## config.mk

```make
export PLATFORM = sky130hd
export DESIGN_NAME = jtag_ir_reg
export DESIGN_NICKNAME = d
export VERILOG_FILES = /design/src/rtl/jtag_pkg.sv /design/src/rtl/jtag_ir_decode.sv /design/src/rtl/jtag_ir_reg.sv
export SDC_FILE = /design/constraint.sdc
export NUM_CORES = 1
export LEC_CHECK = 0
export ABC_AREA = 1
export BUFFER_PORTS_ARGS = -buffer_cell sky130_fd_sc_hd__buf_2
export CORE_MARGIN = 4
export CORE_UTILIZATION = 35
export DETAILED_ROUTE_END_ITERATION = 10
export GPL_ROUTABILITY_DRIVEN = 0
export PLACE_DENSITY = 0.63
export SLEW_MARGIN = 20
export SYNTH_ARGS = -nofsm -noshare
export SYNTH_HDL_FRONTEND = slang
export SYNTH_SLANG_ARGS = --single-unit
```

## constraint.sdc

```tcl
create_clock -name tck -period 1.8 [get_ports tck]
set_input_delay 0.18 -clock tck [delete_from_list [all_inputs] [get_ports tck]]
set_output_delay 0.18 -clock tck [all_outputs]
set_load 0.02 [all_outputs]
```

## src/rtl/jtag_pkg.sv

```systemverilog
// Shared JTAG definitions: capture pattern, BYPASS opcode helper and TAP enable bundle.
package jtag_pkg;

  localparam logic [1:0] CAP_LSB = 2'b01;

  typedef struct packed {
    logic test_logic_reset;
    logic capture_ir;
    logic shift_ir;
    logic update_ir;
  } tap_en_t;

  typedef enum logic [1:0] {
    SR_HOLD,
    SR_TLR,
    SR_CAPTURE,
    SR_SHIFT
  } sr_op_t;

  // All-ones BYPASS opcode for the given width, returned right-aligned in 8 bits
  function automatic logic [7:0] all_ones(input int unsigned width);
    logic [7:0] r;
    r = '0;
    for (int unsigned i = 0; i < 8; i++) begin
      if (i < width) r[i] = 1'b1;
    end
    return r;
  endfunction

endpackage

```

## src/rtl/jtag_ir_decode.sv

```systemverilog
// Opcode to one-hot decode plus implemented-opcode check; shared with the DR-select mux.
module jtag_ir_decode #(
  parameter int unsigned                  IR_WIDTH   = 4,
  parameter logic [(2**IR_WIDTH)-1:0]     VALID_MASK = '1
) (
  input  logic [IR_WIDTH-1:0]        opcode,
  output logic [(2**IR_WIDTH)-1:0]   onehot,
  output logic                       valid
);

  always_comb begin
    onehot         = '0;
    onehot[opcode] = 1'b1;
  end

  assign valid = VALID_MASK[opcode];

endmodule

```

## src/rtl/jtag_ir_reg.sv

```systemverilog
// N-bit JTAG instruction register: capture/shift path, guarded update path, decode and change strobe.
module jtag_ir_reg
  import jtag_pkg::*;
#(
  parameter int unsigned              IR_WIDTH   = 4,
  parameter logic [IR_WIDTH-1:0]      RST_INSTR  = '1,
  parameter logic [(2**IR_WIDTH)-1:0] VALID_MASK = '1
) (
  input  logic                      tck,
  input  logic                      reset,
  input  logic                      test_logic_reset,
  input  logic                      capture_ir,
  input  logic                      shift_ir,
  input  logic                      update_ir,
  input  logic                      tdi,
  input  logic [IR_WIDTH-3:0]       status_in,
  output logic                      tdo,
  output logic [IR_WIDTH-1:0]       ir_out,
  output logic [(2**IR_WIDTH)-1:0]  instr_onehot,
  output logic                      ir_changed
);

  localparam logic [7:0]          BYP8   = all_ones(IR_WIDTH);
  localparam logic [IR_WIDTH-1:0] BYPASS = BYP8[IR_WIDTH-1:0];

  logic [IR_WIDTH-1:0]      sr;
  logic [IR_WIDTH-1:0]      sr_next;
  logic [IR_WIDTH-1:0]      ir_next;
  logic [IR_WIDTH-1:0]      cap_val;
  logic [(2**IR_WIDTH)-1:0] sr_onehot;
  logic                     sr_valid;
  logic                     ir_valid;
  logic                     unused_ok;
  tap_en_t                  en;
  sr_op_t                   sr_op;

  assign en = '{test_logic_reset: test_logic_reset, capture_ir: capture_ir,
                shift_ir: shift_ir, update_ir: update_ir};

  // A 2-bit IR has no room for status; the port is then present but ignored
  if (IR_WIDTH > 2) begin : g_cap_status
    assign cap_val = {status_in, CAP_LSB};
  end else begin : g_cap_plain
    assign cap_val = CAP_LSB;
  end

  jtag_ir_decode #(.IR_WIDTH(IR_WIDTH), .VALID_MASK(VALID_MASK)) u_sr_dec (
    .opcode (sr),
    .onehot (sr_onehot),
    .valid  (sr_valid)
  );

  jtag_ir_decode #(.IR_WIDTH(IR_WIDTH), .VALID_MASK(VALID_MASK)) u_ir_dec (
    .opcode (ir_out),
    .onehot (instr_onehot),
    .valid  (ir_valid)
  );

  assign unused_ok = ^{sr_onehot, ir_valid, status_in};

  always_comb begin
    sr_op = SR_HOLD;
    if (en.test_logic_reset)  sr_op = SR_TLR;
    else if (en.capture_ir)   sr_op = SR_CAPTURE;
    else if (en.shift_ir)     sr_op = SR_SHIFT;

    sr_next = sr;
    unique case (sr_op)
      SR_TLR:     sr_next = RST_INSTR;
      SR_CAPTURE: sr_next = cap_val;
      SR_SHIFT:   sr_next = {tdi, sr[IR_WIDTH-1:1]};
      default:    sr_next = sr;
    endcase

    // Update reads sr before this edge, so a concurrent capture/shift does not leak in
    ir_next = ir_out;
    if (en.test_logic_reset) ir_next = RST_INSTR;
    else if (en.update_ir)   ir_next = sr_valid ? sr : BYPASS;
  end

  always_ff @(posedge tck) begin
    if (reset) begin
      sr         <= RST_INSTR;
      ir_out     <= RST_INSTR;
      ir_changed <= 1'b0;
    end else begin
      sr         <= sr_next;
      ir_out     <= ir_next;
      ir_changed <= (ir_next != ir_out);
    end
  end

  assign tdo = sr[0];

endmodule

```

==> impl_summary.md, run 1 <==
Place
The half-perimeter wire length of the detailed placement result is between 1000 and 1500 um. The placed instances occupy a cell area of 724.4 um^2. The port buffer count is 30.

Route
The number of DRC violations after detailed-routing iteration 0 is 15. The top routing layer in use is met4. The via total after detailed routing is 690.

Dividing the detail-routed wire length by the instance count gives slightly below 10 um. The post-route met1 wirelength is 689 um. The number of antenna-violating nets in the routed design is 0. Detailed routing placed a total of between 600 and 700 um of wire on met2. The total routed wirelength is ~1400 um. The first detailed-routing pass ran for 4 iterations. The total met3 wirelength after detailed routing is 90 um. After detailed routing, the number of vias per cell comes to 4.759. For this run, design rule violations remaining after detail routing come to 0.

Timing
The post-route fraction of the period consumed by the critical path is 72.57%. The max-slew violation count was 0. Setup violations remaining at the end of the flow were counted as 0. Across the routed clock network, the largest skew measured is ~0.0029 ns. Derived from the worst setup path, the maximum achievable clock frequency is 0.7656 GHz. The worst slew slack as a fraction of its limit is 85.34%. The number of hold violations in the final report is 0.

The clock period minus worst slack is 1.306 ns. Setup repair after global routing left no endpoint under its margin. At the pin with the least slew margin, the transition time is between 0.2 and 0.25 ns. The summed negative setup slack over all endpoints is 0 ns.

Global route
After global routing the overflow that remains totals 0. Global routing consumed, over all layers together, 14.88% of the routing resources. The first global-routing pass estimated 2318 um of wire. The initial antenna violation count came to 0.

Entering global routing, the biggest net connects 11 pins. The number of global-route vias before repair is 558.

CTS
The cell at the root of the clock tree is sky130_fd_sc_hd__clkbuf_4. The number of H-tree levels is 1. TritonCTS built the clock tree. The clock-pin slew of the registers on the worst-case setup and hold paths is 0.06 ns. The count of cells resized by post-cts repair is 0.

The number of buffers created by CTS is 3. The insertion delay to the later sink of the worst-skew pair is roughly 0.26 ns. No sink is reached through more buffers than the 2 on the longest clock path. In this run the post-CTS setup repair buffer count came out at 0. CTS saw 9 sinks. Buffers inserted to repair hold after CTS numbered 0.

Critical path
The type of the setup path with the least slack is flop to output pin. The worst setup path is captured at an output pin. The worst-path maximum fanout is 6.

Traced cell by cell, the critical path runs through inv_1 -> nand2_1 -> nor2_1 -> buf_2. The arrival time at the worst endpoint is 1.13 ns. The worst endpoint required time is 1.62 ns. On the worst path, the slowest cell contributes a delay of just over 0.4 ns.

The worst setup path is launched from a flop. On the critical path, the stage with the largest delay is an instance of sky130_fd_sc_hd__dfxtp_1.

Finish
Across the whole layout, storage elements account for around 180 um^2. The layout overhead on the synthesized area is 34.23%. Counting the fill cells in the layout gives 176. The multi-input logic area is 332.8 um^2. The number of nets in the finished design is 139. The proportion of layout cells with a drive suffix above 1 is 29.46%. The number of inserted diodes is 0. After routing the design area is ~750 um^2.

Synth
The number of synthesized register bits is 9. Yosys mapped the design onto 15 distinct sky130hd cell types. Summing every instance area after synthesis gives 559.3 um^2.

The number of synthesis warnings is 0. In this run the mean area of a mapped cell was 5.826 um^2. The gate count after technology mapping is 96.

The number of nets handed over by synthesis was 105. The share of the Yosys chip area taken by registers is 32.21%.

Floorplan
The initial core utilization is between 30 and 40%. The floorplan step set the die width to 47.98 um. The height of the chip is around 48 um. During I/O placement, the number of pins put on the boundary was 31. The floorplan step defined a core boundary enclosing about 1500 um^2. Row generation in the floorplan step produced 14 rows. The die covers 2302 um^2.

Outcome
The run finished with clean final reports.

Power and ir drop
The worst-case IR drop observed on VDD is approximately 0.34 mV. The leakage power total is 0.0004562 uW. Power spread over the standard cell area amounts to about 620 nW/um^2.

Job
The tool flagged a number of max-cap violations equal to 0.

Hold path
The min-delay analysis places its worst path in the category input port to flop.
==> cell usage after synthesis (all sizes together) <==
library cell / number / area share [%]
nand4: 4 / 4.5
o221ai: 1 / 1.6
a21oi: 5 / 5.1
nand2: 33 / 22
nor2: 24 / 17
dfxtp: 9 / 32
nand3: 4 / 4.5
inv: 11 / 7.4
buf: 1 / 0.89
or2: 1 / 1.6
o21ai: 3 / 2.7
==> report_power, final <==
group          internal [uW]  switching [uW]
Clock                   85.4            70.2
Sequential               209            8.29
Combinational           33.0            63.1
Total                    327             142
==> placed cells by master (no fill, tap or decap), types with 3 or more instances in the layout <==
master / count
sky130_fd_sc_hd__nand2_1: 33
sky130_fd_sc_hd__buf_2: 30
sky130_fd_sc_hd__nor2_1: 23
sky130_fd_sc_hd__inv_1: 10
sky130_fd_sc_hd__dfxtp_1: 9
sky130_fd_sc_hd__a21oi_1: 4
sky130_fd_sc_hd__nand4_1: 4
sky130_fd_sc_hd__nand3_1: 3
sky130_fd_sc_hd__o21ai_1: 3
sky130_fd_sc_hd__clkbuf_4: 3
==> layout make-up <==
class                      instances  area share, %
multi-input combinational         75          44.33
tap                               16          2.667
clock buffer                       4          3.500
sequential                         9          24.00
inverter                          11          5.500
timing repair buffer              30          20.00
==> stage by stage <==
| step | total power [uW] | hold WS, ns | setup slack (ns) | util, % | std cells |
|---|---|---|---|---|---|
| after CTS | 477.1 | 0.1071 | 0.4736 | 49.83 | 145 |
| after global placement | 317.9 | 0.3756 | 0.7665 | 48.09 | 141 |
| after detailed placement | 318.1 | 0.3879 | 0.7636 | 48.09 | 141 |
| after global routing | 502.1 | 0.1040 | 0.3484 | 49.83 | 145 |
| final | 468.8 | 0.1131 | 0.4938 | 49.83 | 145 |
| after floorplan | 285.3 | 0.2424 | 0.6643 | - | 96 |
==> final timing paths <==
check	endpoint	cells past startpoint	slack, ns	from
worst min register to register	sr[2]	2	0.51	sr[2]
worst max register to register	ir_changed	5	0.85	ir_out[2]
worst max-delay path	instr_onehot[8]	4	0.49	ir_out[2]
worst min-delay path	ir_changed	2	0.11	reset
==> routing by layer <==
metal  global-route usage, %  vias up
li1                        -      368
met1                   18.10      302
met2                   21.64       15
met3                   6.767        5
met4                   8.065        0
met5                       0        -
==> logic make-up (layout without fill, tap and decap cells) <==
logic type	Yosys count	count (layout)	share of synthesized area [%]
AO/OA/AOI/OAI	9	9	9.396
AND/OR/NAND/NOR	66	66	50.11
buffers and inverters	12	45	8.277
flip-flops	9	9	32.21
==> state kept, by name, summed over array words and instances (netlist names) <==
| signal | flops |
|---|---|
| ir_out | 4 |
| sr | 4 |
| ir_changed | 1 |
==> worst max-delay path, delay by kind of cell (launching register included) <==
family        cells  cell delay [ns]
simple gates      2             0.19
buf+inv           2             0.26
flops             1             0.41
Note: power is estimated with default switching activity, not from simulation.
==> run 2, diff against run 1 <==
- ABC_AREA: 1 -> 0
- PLACE_DENSITY: 0.63 -> 0.62
- clock period: 1.8 -> 1.3 ns (I/O delays scaled with it)
==> impl_summary.md, run 2 <==
Critical path
The arrival time at the worst endpoint is 1.13 ns (about the same). The kind of launch point of the worst setup path was a flop (unchanged). The cell type of the slowest stage on the worst timing path is sky130_fd_sc_hd__dfxtp_4 (was sky130_fd_sc_hd__dfxtp_1).

The worst endpoint required time is 1.17 ns (was 1.62 ns). The cell family contributing the most delay on the critical path was flip-flops (unchanged). The type of the setup path with the least slack is flop to output pin (unchanged).

The total buffers and inverters traversed by the critical path came to 1 (was 2). The element type at the critical path end was an output pin (unchanged). The worst-path maximum fanout was 10 (was 6). The largest incremental delay on the critical path is 0.39 ns (was 0.41 ns).

Cell breakdown of the critical path: nand2b_4 -> nor3_1 -> buf_2 (was inv_1 -> nand2_1 -> nor2_1 -> buf_2).

Synth
Commonest cells in the netlist: 10 x sky130_fd_sc_hd__nor2_1, 9 x sky130_fd_sc_hd__dfxtp_1, 8 x sky130_fd_sc_hd__nand2_1 (was 33 x sky130_fd_sc_hd__nand2_1, 23 x sky130_fd_sc_hd__nor2_1, 10 x sky130_fd_sc_hd__inv_1). Synth area leaders: sky130_fd_sc_hd__dfxtp_1 32%, sky130_fd_sc_hd__mux2i_1 12%, sky130_fd_sc_hd__nor2_1 6.7%, sky130_fd_sc_hd__nor3_1 5.3%, sky130_fd_sc_hd__nand2_1 5.3% (was sky130_fd_sc_hd__dfxtp_1 32%, sky130_fd_sc_hd__nand2_1 22%, sky130_fd_sc_hd__nor2_1 15%, sky130_fd_sc_hd__inv_1 6.7%, sky130_fd_sc_hd__nand4_1 4.5%). The share of flip-flops with an asynchronous set or reset after synthesis is 0% (unchanged). The count of flip-flops with a built-in enable after synthesis is 0 (unchanged).

The area fraction in and, or, nand and nor cells after synthesis is 32.52% (was 50.11%). The main combinational cell family by area after synthesis is simple AND/OR/NAND/NOR gates (unchanged). The xor/xnor share of the synthesized area came to 0% (unchanged). The most numerous cell in the Yosys netlist was sky130_fd_sc_hd__nor2_1 (was sky130_fd_sc_hd__nand2_1). The count of unique library cells instantiated by Yosys was 21 (was 15).

The top-area cell type share of the netlist area is 32.07% (was 32.21%). The post-synthesis mux area share is 14.48% (was 0%). The mean instance size in the synthesized netlist is 8.142 um^2 (was 5.826 um^2).

The complex-gate fraction of the synthesized area is 13.81% (was 9.396%). The gate count after technology mapping is 69 (was 96). The most instantiated flip-flop cell in the synthesis netlist is sky130_fd_sc_hd__dfxtp_1 (unchanged). The number of synthesis warnings is 0 (unchanged). The number of synthesized register bits is 9 (unchanged). The biggest area consumer among synthesized cells is sky130_fd_sc_hd__dfxtp_1 (unchanged). The arithmetic-cell share of the synthesized area counting full adders, half adders and majority gates is 0% (unchanged). The share of the yosys chip area belonging to registers was 32.07% (was 32.21%). The post-synth design cell area came to 561.8 um^2 (was 559.3 um^2). The post-synthesis net count is 78 (was 105).

CTS
The clock tree from TritonCTS is yes (unchanged). The clock sink count is 9 (unchanged). The clock-pin slew of the registers on the worst-case setup and hold paths came to 0.06 ns (about the same).

The cell at the root of the clock tree was sky130_fd_sc_hd__clkbuf_4 (unchanged). The insertion delay to the later sink of the worst-skew pair is 0.26 ns (about the same). The number of buffers created by CTS is 3 (unchanged). The maximum number of buffers from clock root to sink came to 2 (unchanged).

The number of H-tree levels is 1 (unchanged).

Route
The total routed wirelength is 1440 um (was 1439 um). The number of iterations in the first detailed-routing pass is 2 (was 4). The via total after detailed routing came to 618 (was 690).

The final routed DRC violation total is 0 (unchanged). The wire length on met2 is 707 um (was 631 um). The number of DRC violations after detailed-routing iteration 0 is 2 (was 15).

The top routing layer in use is met4 (unchanged). The average routed wire per standard cell is 12.00 um (was 9.924 um). The number of antenna-violating nets in the routed design is 0 (unchanged). The total met3 wirelength after detailed routing came to 125 um (was 90 um). The average vias per placed instance came to 5.150 (was 4.759). The post-route met1 wirelength is 577 um (was 689 um).

Hold path
The classification of the worst-slack hold path is input port to flop (unchanged).

Finish
The proportion of layout cells with a drive suffix above 1 is 52.88% (was 29.46%). The most common cell after layout, fill and taps aside is sky130_fd_sc_hd__buf_2 (was sky130_fd_sc_hd__nand2_1). The final instance count without filler cells is 120 (was 145). Most frequent cells in the layout: 28 x sky130_fd_sc_hd__buf_2, 10 x sky130_fd_sc_hd__nor2_1, 8 x sky130_fd_sc_hd__buf_4, 7 x sky130_fd_sc_hd__nand2_1, 7 x sky130_fd_sc_hd__mux2i_1 (was 33 x sky130_fd_sc_hd__nand2_1, 30 x sky130_fd_sc_hd__buf_2, 23 x sky130_fd_sc_hd__nor2_1, 10 x sky130_fd_sc_hd__inv_1, 9 x sky130_fd_sc_hd__dfxtp_1).

The final standard cell utilization of the core is 55.56% (was 49.83%). Leading registers by flop count: ir_out x4, sr x4, ir_changed x1 (unchanged). The number of nets in the finished design is 114 (was 139). The layout overhead on the synthesized area is 49.00% (was 34.23%). The number of inserted diodes was 0 (unchanged).

Global route
The wire length of the first global-routing pass was 2104 um (was 2318 um). The maximum number of pins on one net before global-route repair is 12 (was 11). The number of global-route vias before repair is 522 (was 558).

The global-route usage over all layers is 13.31% (was 14.88%). The initial antenna violation count is 0 (unchanged). The overall overflow remaining after global route was 0 (unchanged).

Timing
The worst hold margin is 0.02758 ns (was 0.1131 ns). The worst clock skew was 0.006875 ns (was 0.002900 ns). The post-route fraction of the period consumed by the critical path is 97.07%. The number of endpoints failing setup at the final stage is 0 (unchanged). The transition time at the pin with the least slew margin is 0.2534 ns (was 0.2196 ns). Based on the critical path, the design can be clocked at up to roughly 0.79 GHz. The worst slew slack as a fraction of its limit was 82.92% (was 85.34%). The max-slew violation count is 0 (unchanged). Subtracting the final worst setup slack from the clock period gives 1.262 ns. The number of hold violations in the final report is 0 (unchanged).

Place
The cell count after placement was 113 (was 141). The half-perimeter wire length of the detailed placement result is 1092 um (was 1211 um). The port buffer count was 30 (unchanged).

Floorplan
The placeable core region is 1506 um^2 (unchanged). The boundary pin count is 31 (unchanged). The number of rows in the core area is 14 (unchanged). The die area is 2310 um^2 (was 2302 um^2). The initial core utilization is 37.29% (was 37.13%).

The floorplan die width is 48.07 um (was 47.98 um). The height of the chip was 48.07 um (was 47.98 um).

Power and ir drop
The post-route total power is 586.9 uW (was 468.8 uW). The worst supply voltage drop on vdd is 0.4750 mV (was 0.3352 mV). The total power divided by cell area was 701.1 nW/um^2 (was 624.4 nW/um^2). The leakage power total is 0.0004248 uW (was 0.0004562 uW).

Outcome
Status: complete, no violations (unchanged).

Job
The count of maximum capacitance violations was 0 (unchanged).
==> run 2: cell types whose count changed after synthesis, sizes merged, moves of 5 or more <==
cell | previous run | this run
nand2 | 33 | 8
nor2 | 24 | 10
inv | 11 | 0
mux2i | 0 | 7
nor3 | 0 | 6
nor2b | 0 | 5
==> run 2: metrics by stage <==
stage / TNS [ns] / setup slack [ns] / cell area (um^2)
after global placement: 0 / 0.06440 / 735.7
after floorplan: -0.004228 / -0.003552 / 583.1
after CTS: 0 / 0.01139 / 802.0
final: 0 / 0.03814 / 837.1
after global routing: -0.001372 / -0.001057 / 837.1
after detailed placement: 0 / 0.08560 / 735.7
==> run 2: worst paths after layout <==
| path | slack (ns) | cells past startpoint | to | start |
|---|---|---|---|---|
| max reg2reg | 0.08 | 4 | ir_changed | ir_out[0] |
| max | 0.04 | 3 | instr_onehot[2] | ir_out[0] |
| min reg2reg | 0.58 | 2 | ir_out[0] | sr[0] |
| min | 0.03 | 2 | ir_changed | reset |
==> run 2: cells by family (layout without fill, tap and decap cells) <==
| group | Yosys count | after routing |
|---|---|---|
| mux | 8 | 8 |
| flops | 9 | 9 |
| simple gates | 36 | 36 |
| compound gates | 11 | 11 |
| buf+inv | 5 | 40 |
==> run 2: routing by layer <==
layer | global-route usage, % | vias to the layer above
met5 | 0 | -
met4 | 8.065 | 0
met3 | 2.256 | 4
met2 | 24.80 | 26
met1 | 13.53 | 276
li1 | - | 312
==> run 2: cell type report <==
cell class / count / area, um^2
Sequential cell: 9 / 195.2
Clock buffer: 4 / 26.28
Timing Repair Buffer: 36 / 200.2
Tap cell: 16 / 20.02
Fill cell: 155 / 669.4
Multi-Input combinational cell: 55 / 395.4
==> run 2: where the power goes <==
| group | internal [uW] | switching, uW | total [uW] |
|---|---|---|---|
| combinational | 41.8 | 42.4 | 84.3 |
| sequential | 276 | 10.6 | 286 |
| clock | 118 | 98.0 | 216 |
| total | 436 | 151 | 587 |
==> run 2: repair_timing <==
action | CTS | global route
setup buffers | 2 | 1
pin swaps | 1 | 0
gates resized for setup | 8 | 7
endpoints found under the setup margin | 16 | 14
hold endpoints to repair | 0 | 0
hold buffers | 0 | 0
==> run 3, diff against run 2 <==
- CORE_UTILIZATION: 35 -> 42
- PLACE_DENSITY: 0.62 -> 0.73
==> impl_summary.md, run 3 (synthesized netlist as in run 2, its figures left out) <==
Power and ir drop
The total power divided by cell area was 656.2 nW/um^2 (was 701.1 nW/um^2). The worst supply voltage drop on vdd is 0.5452 mV (was 0.4750 mV). The leakage power total is 0.0004262 uW (was 0.0004248 uW).

CTS
The number of H-tree levels is 1 (unchanged). The clock tree from TritonCTS is yes (unchanged). The insertion delay to the later sink of the worst-skew pair came to 0.26 ns (about the same).

The maximum number of buffers from clock root to sink is 2 (unchanged). The quantity of hold-fixing buffers added after cts was 0 (unchanged). The number of buffers created by CTS is 3 (unchanged).

The cell at the root of the clock tree was sky130_fd_sc_hd__clkbuf_4 (unchanged). The clock sink count is 9 (unchanged). The clock-pin slew of the registers on the worst-case setup and hold paths is 0.07 ns (was 0.06 ns).

Global route
The maximum number of pins on one net before global-route repair is 12 (unchanged). The initial antenna violation count came to 0 (unchanged). The overall overflow remaining after global route came to 0 (unchanged). The global-route usage over all layers is 17.01% (was 13.31%). The number of global-route vias before repair is 552 (was 522). The wire length of the first global-routing pass is 2415 um (was 2104 um).

Hold path
The worst hold path stage count is 2 (unchanged). The classification of the worst-slack hold path is input port to flop (unchanged).

Timing
The clock period minus worst slack is 1.327 ns (was 1.262 ns). The summed negative setup slack over all endpoints came to -0.02701 ns (was 0 ns). The number of hold violations in the final report is 0 (unchanged). The max-slew violation count came to 0 (unchanged). The post-route fraction of the period consumed by the critical path is 102.1% (was 97.07%). The final worst-path setup slack was -0.02701 ns (was 0.03814 ns). The number of endpoints failing setup at the final stage is 1 (was 0). The fmax was 0.7536 GHz (was 0.7925 GHz).

Setup repair after global routing could not meet its margin everywhere. The transition time at the pin with the least slew margin is 0.2708 ns (was 0.2534 ns). The worst slew slack as a fraction of its limit came to 81.75% (was 82.92%). The worst clock skew is 0.001453 ns (was 0.006875 ns).

Route
The average vias per placed instance is 5.292 (was 5.150). The via total after detailed routing is 635 (was 618). The average routed wire per standard cell is 13.96 um (was 12.00 um). The number of antenna-violating nets in the routed design is 0 (unchanged). The number of DRC violations after detailed-routing iteration 0 is 7 (was 2). The final routed DRC violation total is 0 (unchanged). The total routed wirelength came to 1675 um (was 1440 um). The number of iterations in the first detailed-routing pass is 4 (was 2).

Finish
The number of inserted diodes was 0 (unchanged). The number of nets in the finished design is 116 (was 114). The final standard cell utilization of the core is 76.69% (was 55.56%).

The count of fill cells added during filler insertion is 79 (was 155). Most frequent cells in the layout: 18 x sky130_fd_sc_hd__buf_2, 18 x sky130_fd_sc_hd__buf_4, 9 x sky130_fd_sc_hd__nor2_1, 7 x sky130_fd_sc_hd__mux2i_1, 6 x sky130_fd_sc_hd__nand2_1 (was 28 x sky130_fd_sc_hd__buf_2, 10 x sky130_fd_sc_hd__nor2_1, 8 x sky130_fd_sc_hd__buf_4, 7 x sky130_fd_sc_hd__nand2_1, 7 x sky130_fd_sc_hd__mux2i_1). The proportion of layout cells with a drive suffix above 1 is 59.43% (was 52.88%). The layout overhead on the synthesized area is 61.92% (was 49.00%). Leading registers by flop count: ir_out x4, sr x4, ir_changed x1 (unchanged).

Critical path
The element type at the critical path end was an output pin (unchanged). The worst endpoint required time was 1.17 ns (about the same). The kind of launch point of the worst setup path is a flop (unchanged). The type of the setup path with the least slack is flop to output pin (unchanged).

The number of cells traversed by the worst register-to-register path was 4 (unchanged). The arrival time at the worst endpoint is 1.20 ns (was 1.13 ns). The flop-to-flop setup slack came to 0.07 ns (was 0.08 ns). The worst-path maximum fanout is 8 (was 10).

Floorplan
The floorplan die width is 44.58 um (was 48.07 um). The height of the chip came to 44.58 um (was 48.07 um). The die area is 1987 um^2 (was 2310 um^2). The placeable core region is 1186 um^2 (was 1506 um^2). The boundary pin count was 31 (unchanged).

The number of rows in the core area is 12 (was 14). The initial core utilization is 47.36% (was 37.29%).

Place
The half-perimeter wire length of the detailed placement result is 1127 um (was 1092 um). The port buffer count is 30 (unchanged).

Outcome
The final reports fail on setup timing. Status: complete, but fails checks (was complete, no violations).

Job
The count of maximum capacitance violations is 0 (unchanged).
[run 3: repair_timing]
item	4_1_cts	5_1_grt
gates resized for setup	8	28
setup buffers	3	1
endpoints found under the setup margin	16	16
pin swaps	1	1
[run 3: final cells by class]
type,count,area [um^2],share of cell area (%)
Multi-Input combinational cell,55,421.7,46.35
Timing Repair Buffer,38,247.7,27.24
Sequential cell,9,195.2,21.46
Clock buffer,3,22.52,2.476
Tap cell,14,17.52,1.926
Clock inverter,1,5.005,0.5502
[run 3: power breakdown]
group,leakage (uW),switching [uW],internal (uW)
sequential,0.0000730,10.3,276
clock,0.0000177,108,114
combinational,0.000335,46.0,42.9
[run 3: per-stage QoR]
stage / setup slack, ns / hold WS (ns) / area [um^2] / cells / power (uW)
after floorplan: -0.003552 / 0.1994 / 583.1 / 69 / 348.1
after global placement: 0.1506 / 0.3059 / 740.7 / 112 / 377.3
after detailed placement: 0.06417 / 0.3180 / 740.7 / 112 / 380.0
after CTS: -0.005154 / 0.03207 / 813.3 / 119 / 602.2
after global routing: -0.05918 / 0.03552 / 909.6 / 120 / 634.9
final: -0.02701 / 0.04013 / 909.6 / 120 / 596.9
[run 3: worst paths after layout]
check	from	to
worst min register to register	sr[3]	ir_out[3]
worst max register to register	ir_out[1]	ir_changed
worst max-delay path	ir_out[3]	instr_onehot[1]
worst min-delay path	reset	ir_changed
[run 3: worst max-delay path, stage by stage, from the launching register on]
cell and delay (ns):
sky130_fd_sc_hd__dfxtp_4 0.38, sky130_fd_sc_hd__buf_4 0.16, sky130_fd_sc_hd__nor3_2 0.21, sky130_fd_sc_hd__buf_4 0.17
[run 3: metal layers]
metal	track usage (%)	vias up	part of all wire, %
li1	-	316	-
met1	16.39	289	38
met2	31.81	25	53
met3	3.659	5	6.9
met4	10.84	0	2.2
met5	0	-	0
